### src/rtl/reg_file_pkg.sv
// Shared constants, index type and bus-slicing helper for the parametrised register file.
// Optional write-to-read bypass is selected by defining REG_FILE_BYPASS_EN.
package reg_file_pkg;

  localparam int ZERO_REG   = 0;
  localparam int DEF_DATA_W = 32;
  localparam int DEF_DEPTH  = 32;

  typedef logic [$clog2(DEF_DEPTH)-1:0] reg_idx_t;

  // Low bit of lane 'port' in a flattened bus of 'width'-bit lanes.
  function automatic int bus_lsb(input int port, input int width);
    return port * width;
  endfunction

endpackage

### src/rtl/reg_scoreboard.sv
// Per-register pending scoreboard: issue sets, writeback clears, set wins on a collision.
// With REG_FILE_BYPASS_EN an in-flight writeback also masks the pending flag on matching read ports.
module reg_scoreboard
  import reg_file_pkg::*;
#(
  parameter int DEPTH  = DEF_DEPTH,
  parameter int NUM_RD = 2
) (
  input  logic                          clk,
  input  logic                          rst,
  input  logic                          we,
  input  logic [$clog2(DEPTH)-1:0]      wa,
  input  logic [NUM_RD*$clog2(DEPTH)-1:0] ra,
  input  logic                          iss_valid,
  input  logic [$clog2(DEPTH)-1:0]      iss_rd,
  output logic [NUM_RD-1:0]             rd_pend,
  output logic                          any_pend
);

  localparam int ADDR_W = $clog2(DEPTH);
  localparam logic [ADDR_W-1:0] R0 = ADDR_W'(ZERO_REG);

  logic [DEPTH-1:0] pending;

  // The set is written last so a new producer overrides the retiring one.
  always_ff @(posedge clk or posedge rst) begin
    if (rst) begin
      pending <= '0;
    end else begin
      if (we && wa != R0)
        pending[wa] <= 1'b0;
      if (iss_valid && iss_rd != R0)
        pending[iss_rd] <= 1'b1;
    end
  end

  assign any_pend = |pending;

  for (genvar i = 0; i < NUM_RD; i++) begin : g_pend
    logic [ADDR_W-1:0] a;
    assign a = ra[bus_lsb(i, ADDR_W) +: ADDR_W];
`ifdef REG_FILE_BYPASS_EN
    assign rd_pend[i] = (a != R0) && pending[a] && !(we && wa == a);
`else
    assign rd_pend[i] = (a != R0) && pending[a];
`endif
  end

endmodule

### src/rtl/reg_file_sb.sv
// Decode-stage register file: zero register, N combinational read ports, hazard scoreboard.
// Define REG_FILE_BYPASS_EN for write-first forwarding of the writeback data to the read ports.
module reg_file_sb
  import reg_file_pkg::*;
#(
  parameter int DATA_W = DEF_DATA_W,
  parameter int DEPTH  = DEF_DEPTH,
  parameter int NUM_RD = 2,
  parameter int ADDR_W = $clog2(DEPTH)
) (
  input  logic                       clk,
  input  logic                       rst,
  input  logic                       we,
  input  logic [ADDR_W-1:0]          wa,
  input  logic [DATA_W-1:0]          wd,
  input  logic [NUM_RD*ADDR_W-1:0]   ra,
  output logic [NUM_RD*DATA_W-1:0]   rd,
  output logic [NUM_RD-1:0]          rd_pend,
  input  logic                       iss_valid,
  input  logic [ADDR_W-1:0]          iss_rd,
  output logic                       any_pend
);

  localparam logic [ADDR_W-1:0] R0 = ADDR_W'(ZERO_REG);

  logic [DATA_W-1:0] mem [DEPTH];

  always_ff @(posedge clk or posedge rst) begin
    if (rst) begin
      for (int j = 0; j < DEPTH; j++)
        mem[j] <= '0;
    end else if (we && wa != R0) begin
      mem[wa] <= wd;
    end
  end

  for (genvar i = 0; i < NUM_RD; i++) begin : g_rd
    logic [ADDR_W-1:0] a;
    logic [DATA_W-1:0] rdv;
    assign a = ra[bus_lsb(i, ADDR_W) +: ADDR_W];

    // Register 0 reads zero regardless of array contents.
    always_comb begin
      rdv = mem[a];
`ifdef REG_FILE_BYPASS_EN
      if (we && wa != R0 && wa == a)
        rdv = wd;
`endif
      if (a == R0)
        rdv = '0;
    end

    assign rd[bus_lsb(i, DATA_W) +: DATA_W] = rdv;
  end

  reg_scoreboard #(
    .DEPTH  (DEPTH),
    .NUM_RD (NUM_RD)
  ) u_sb (
    .clk       (clk),
    .rst       (rst),
    .we        (we),
    .wa        (wa),
    .ra        (ra),
    .iss_valid (iss_valid),
    .iss_rd    (iss_rd),
    .rd_pend   (rd_pend),
    .any_pend  (any_pend)
  );

endmodule

### config.mk
export PLATFORM = sky130hd
export DESIGN_NAME = reg_file_sb
export DESIGN_NICKNAME = d
export VERILOG_FILES = /design/src/rtl/reg_file_pkg.sv /design/src/rtl/reg_scoreboard.sv /design/src/rtl/reg_file_sb.sv
export SDC_FILE = /design/constraint.sdc
export NUM_CORES = 2
export LEC_CHECK = 0
export CAP_MARGIN = 5
export CORE_MARGIN = 8
export CORE_UTILIZATION = 35
export DETAILED_ROUTE_END_ITERATION = 7
export GPL_ROUTABILITY_DRIVEN = 0
export SLEW_MARGIN = 40
export SYNTH_ARGS = -nofsm -noshare
export SYNTH_HDL_FRONTEND = slang
export SYNTH_SLANG_ARGS = --single-unit
### constraint.sdc
create_clock -name clk -period 44.6 [get_ports clk]
set_clock_uncertainty 0.2 [all_clocks]
set_input_delay 8.92 -clock clk [delete_from_list [all_inputs] [get_ports clk]]
set_output_delay 8.92 -clock clk [all_outputs]
set_load 0.01 [all_outputs]
==> run_results.csv <==
group,metric,value,unit
sta,relSlewSlack,37.17,%
synthesis,syn_inst,3792,
clocking,cts_tree,"built",
clocking,ctsResizeCount,0,
sta,tns,0,ns
run,timing.max_cap.violations,0,
worst_setup_path,startpoint_type,"input pin",
die,die_width,418.9,um
worst_setup_path,critical_path_peak_fanout,81,
synthesis,synthArstFlopShare,100.0,%
route,routedWlPerCell,32.49,um
clocking,root_buffer,"clkbuf_16",
clocking,clkSlewWorstSetupHoldPaths,0.06,ns
die,die-area,0.1754,mm2
route,viasPerCell,6.104,
worst_setup_path,cp-end-kind,"output pin",
power,ir_drop,0.03398,mV
synthesis,syn-num-nets,3848,
finish,layout.nets,3734,
clocking,hold_buffers,0,
finish,fin_cells,5945,
worst_setup_path,crit_chain,"buf_8, buf_4, buf_4, mux2i_1, a221oi_1, o21ai_0, a311oi_1, clkdlybuf4s50_1",
worst_setup_path,slowest_stage,"buf_4",
sta,finalCritPeriodShare,49.64,%
global_route,antenna_found_initial,11,
synthesis,syn_area_per_cell,14.98,um2
die,floorplan.io_pins,123,
synthesis,synth_ff_type,"dfrtp_1",
placement,placed_area,0.05973,mm2
clocking,htreeDepth,3,
power,power,2.830,mW
synthesis,syn_area,0.05681,mm2
worst_setup_path,worstPathArrival,13.02,ns
placement,hpwlAfterDp,105400,um
route,drcViolationCount,0,
clocking,clock-sinks,1056,
route,first_pass_iters,5,
worst_setup_path,crit_path_frequent_cell,"buf_4",
global_route,grt_pass1_wl,279300,um
die,start_util,35.06,%
global_route,track_usage,21.62,%
sta,fmax,0.04517,GHz
run_status,status,"complete, no violations",
clocking,clockBufferDepth,3,
route,routed_wl,193200,um
clocking,cts_buffers,112,
sta,slew_violations,0,
placement,dp_cells,5734,
global_route,overflow,0,
min_path,min_path_type,"reg2reg",
worst_setup_path,critPathKind,"in2out",
placement,port_buffers,122,
global_route,grt_pass1_vias,37320,
die,die_h,418.9,um
die,row_count,148,
sta,setup_viol,0,
power,p_per_area,44.44,mW/mm2
sta,tightestPinTransition,0.9360,ns
worst_setup_path,worstPathRequired,35.48,ns
finish,drive_above_1_share,50.66,%
synthesis,yosys_register_bits,1056,
worst_setup_path,slowest_delay,0.74,ns
synthesis,synth_enable_flop_cells,0,
clocking,clock_latency,0.71,ns
synthesis,ys_types,46,
sta,fin_crit,22.14,ns
clocking,cts_setup_buffers,0,
global_route,grt_max_degree,147,
route,drt_iter0_markers,3447,
synthesis,seq_area_frac_synth,46.52,%
finish,fill_cells,14890,
route,via_count,36290,
route,antenna_left,0,
finish,final_area,0.06368,mm2
sta,hold_viol,0,
sta,rsz0062_at_grt,"false",
finish,syn2layout_area_growth,12.11,%
die,core_area,0.1620,mm2
synthesis,synth_warnings,0,
power,cellLeakagePower,27.04,nW
[cell usage in the layout, fill, tap and decap left out, types with 8 or more instances in the layout]
cell type | Yosys | routed
mux2_2 | 971 | 971
mux2_4 | 87 | 87
buf_16 | 0 | 8
clkbuf_16 | 0 | 114
clkdlybuf4s50_1 | 0 | 80
nor2b_1 | 76 | 72
a311oi_1 | 66 | 54
nand2_1 | 62 | 49
o21ai_0 | 121 | 121
buf_6 | 17 | 25
nor4_1 | 8 | 8
o2111ai_1 | 16 | 16
buf_4 | 49 | 54
clkbuf_8 | 0 | 29
o21ai_1 | 18 | 18
a221oi_1 | 50 | 50
a211oi_1 | 66 | 66
a22oi_1 | 66 | 66
nor2_4 | 0 | 14
mux2i_1 | 132 | 132
a311oi_2 | 0 | 12
clkinv_2 | 0 | 20
bufinv_16 | 0 | 10
dfrtp_1 | 1056 | 1056
clkbuf_1 | 211 | 23
mux4_2 | 462 | 462
buf_2 | 167 | 36
buf_12 | 0 | 10
[power by group]
group	switching (mW)	internal (mW)	total, mW	leakage [nW]
clock network	0.405	0.572	0.977	1.88
registers	0.134	1.14	1.27	13.5
logic	0.229	0.349	0.579	11.6
total	0.769	2.06	2.83	27.0
[path summary, 6_finish.rpt]
kind,slack [ns],startpoint,depth (start not counted),end
worst max-delay path,22.46,ra[2],8,rd_pend[0]
worst min-delay path,0.19,mem[1001],0,mem[1001]
worst max register to register,43.59,mem[294],1,mem[294]
worst min register to register,0.19,mem[1001],0,mem[1001]
max in group asynchronous,33.40,rst,5,mem[139]
min in group asynchronous,8.49,rst,2,mem[796]
[synthesized netlist by cell type (6+ instances only)]
library cell  number  area (um2)
o21ai_0          121       605.6
a22oi_1           66       495.5
a211oi_1          66       495.5
mux2_4            87        1306
o21ai_1           18       90.09
buf_4             49       367.9
dfrtp_1         1056       26430
mux2i_1          132        1321
inv_1              8       30.03
nor4_1             8       50.05
mux4_2           462       10400
nand3_1            7       35.03
nor2_1            17       63.81
nor2b_1           76       475.5
nand2_1           62       232.7
mux2_2           971       10930
o2111ai_1         16       140.1
a221oi_1          50       437.9
buf_6             17       191.4
buf_2            167       835.8
clkbuf_1         211       792.0
a311oi_1          66       578.1
nand4_1            6       37.54
[sequential cells by signal (all words and copies together), names as in the netlist]
name	cells
mem	1024
u_sb.pending	32
[cell families (layout without fill, tap and decap cells)]
logic type / Yosys count / after routing / synth area share, %
flip-flops: 1056 / 1056 / 46.52
AND/OR/NAND/NOR: 212 / 212 / 2.150
other: 0 / 4 / 0
multiplexers: 1652 / 1652 / 42.19
buffers and inverters: 455 / 429 / 3.934
AO/OA/AOI/OAI: 417 / 417 / 5.207
[per-stage QoR]
stage,hold slack (ns),worst slack (ns),util (%)
global route,0.2071,22.20,39.30
finish,0.1940,22.46,39.30
floorplan,0.2413,5.756,-
CTS,0.1989,22.44,39.20
global placement,0.1780,22.08,36.73
detailed placement,0.1833,22.47,36.86
[metal layers]
metal  track usage (%)  vias up  wire (um)
met5                 0        -         12
met4             10.41        2      10510
met3             3.424      467      12160
met2             35.23     1514      92430
met1             28.24    19820      78060
li1                  -    14490          -
[critical path: cells and delay by family]
family                 cells  cell delay [ns]
AO/OA/AOI/OAI              3             1.15
buffers and inverters      4             2.60
multiplexers               1             0.16
[final cells by class]
type	count	area [um2]	area share (%)
inverter	8	47.55	0.07466
tap	2175	2721	4.273
multi-input combinational	2281	28510	44.76
clock inverter	36	456.7	0.7171
sequential	1056	26430	41.49
timing repair buffer	219	2178	3.421
antenna	4	10.01	0.01572
clock buffer	166	3338	5.242
No activity file was read; power rests on OpenSTA's default activity.
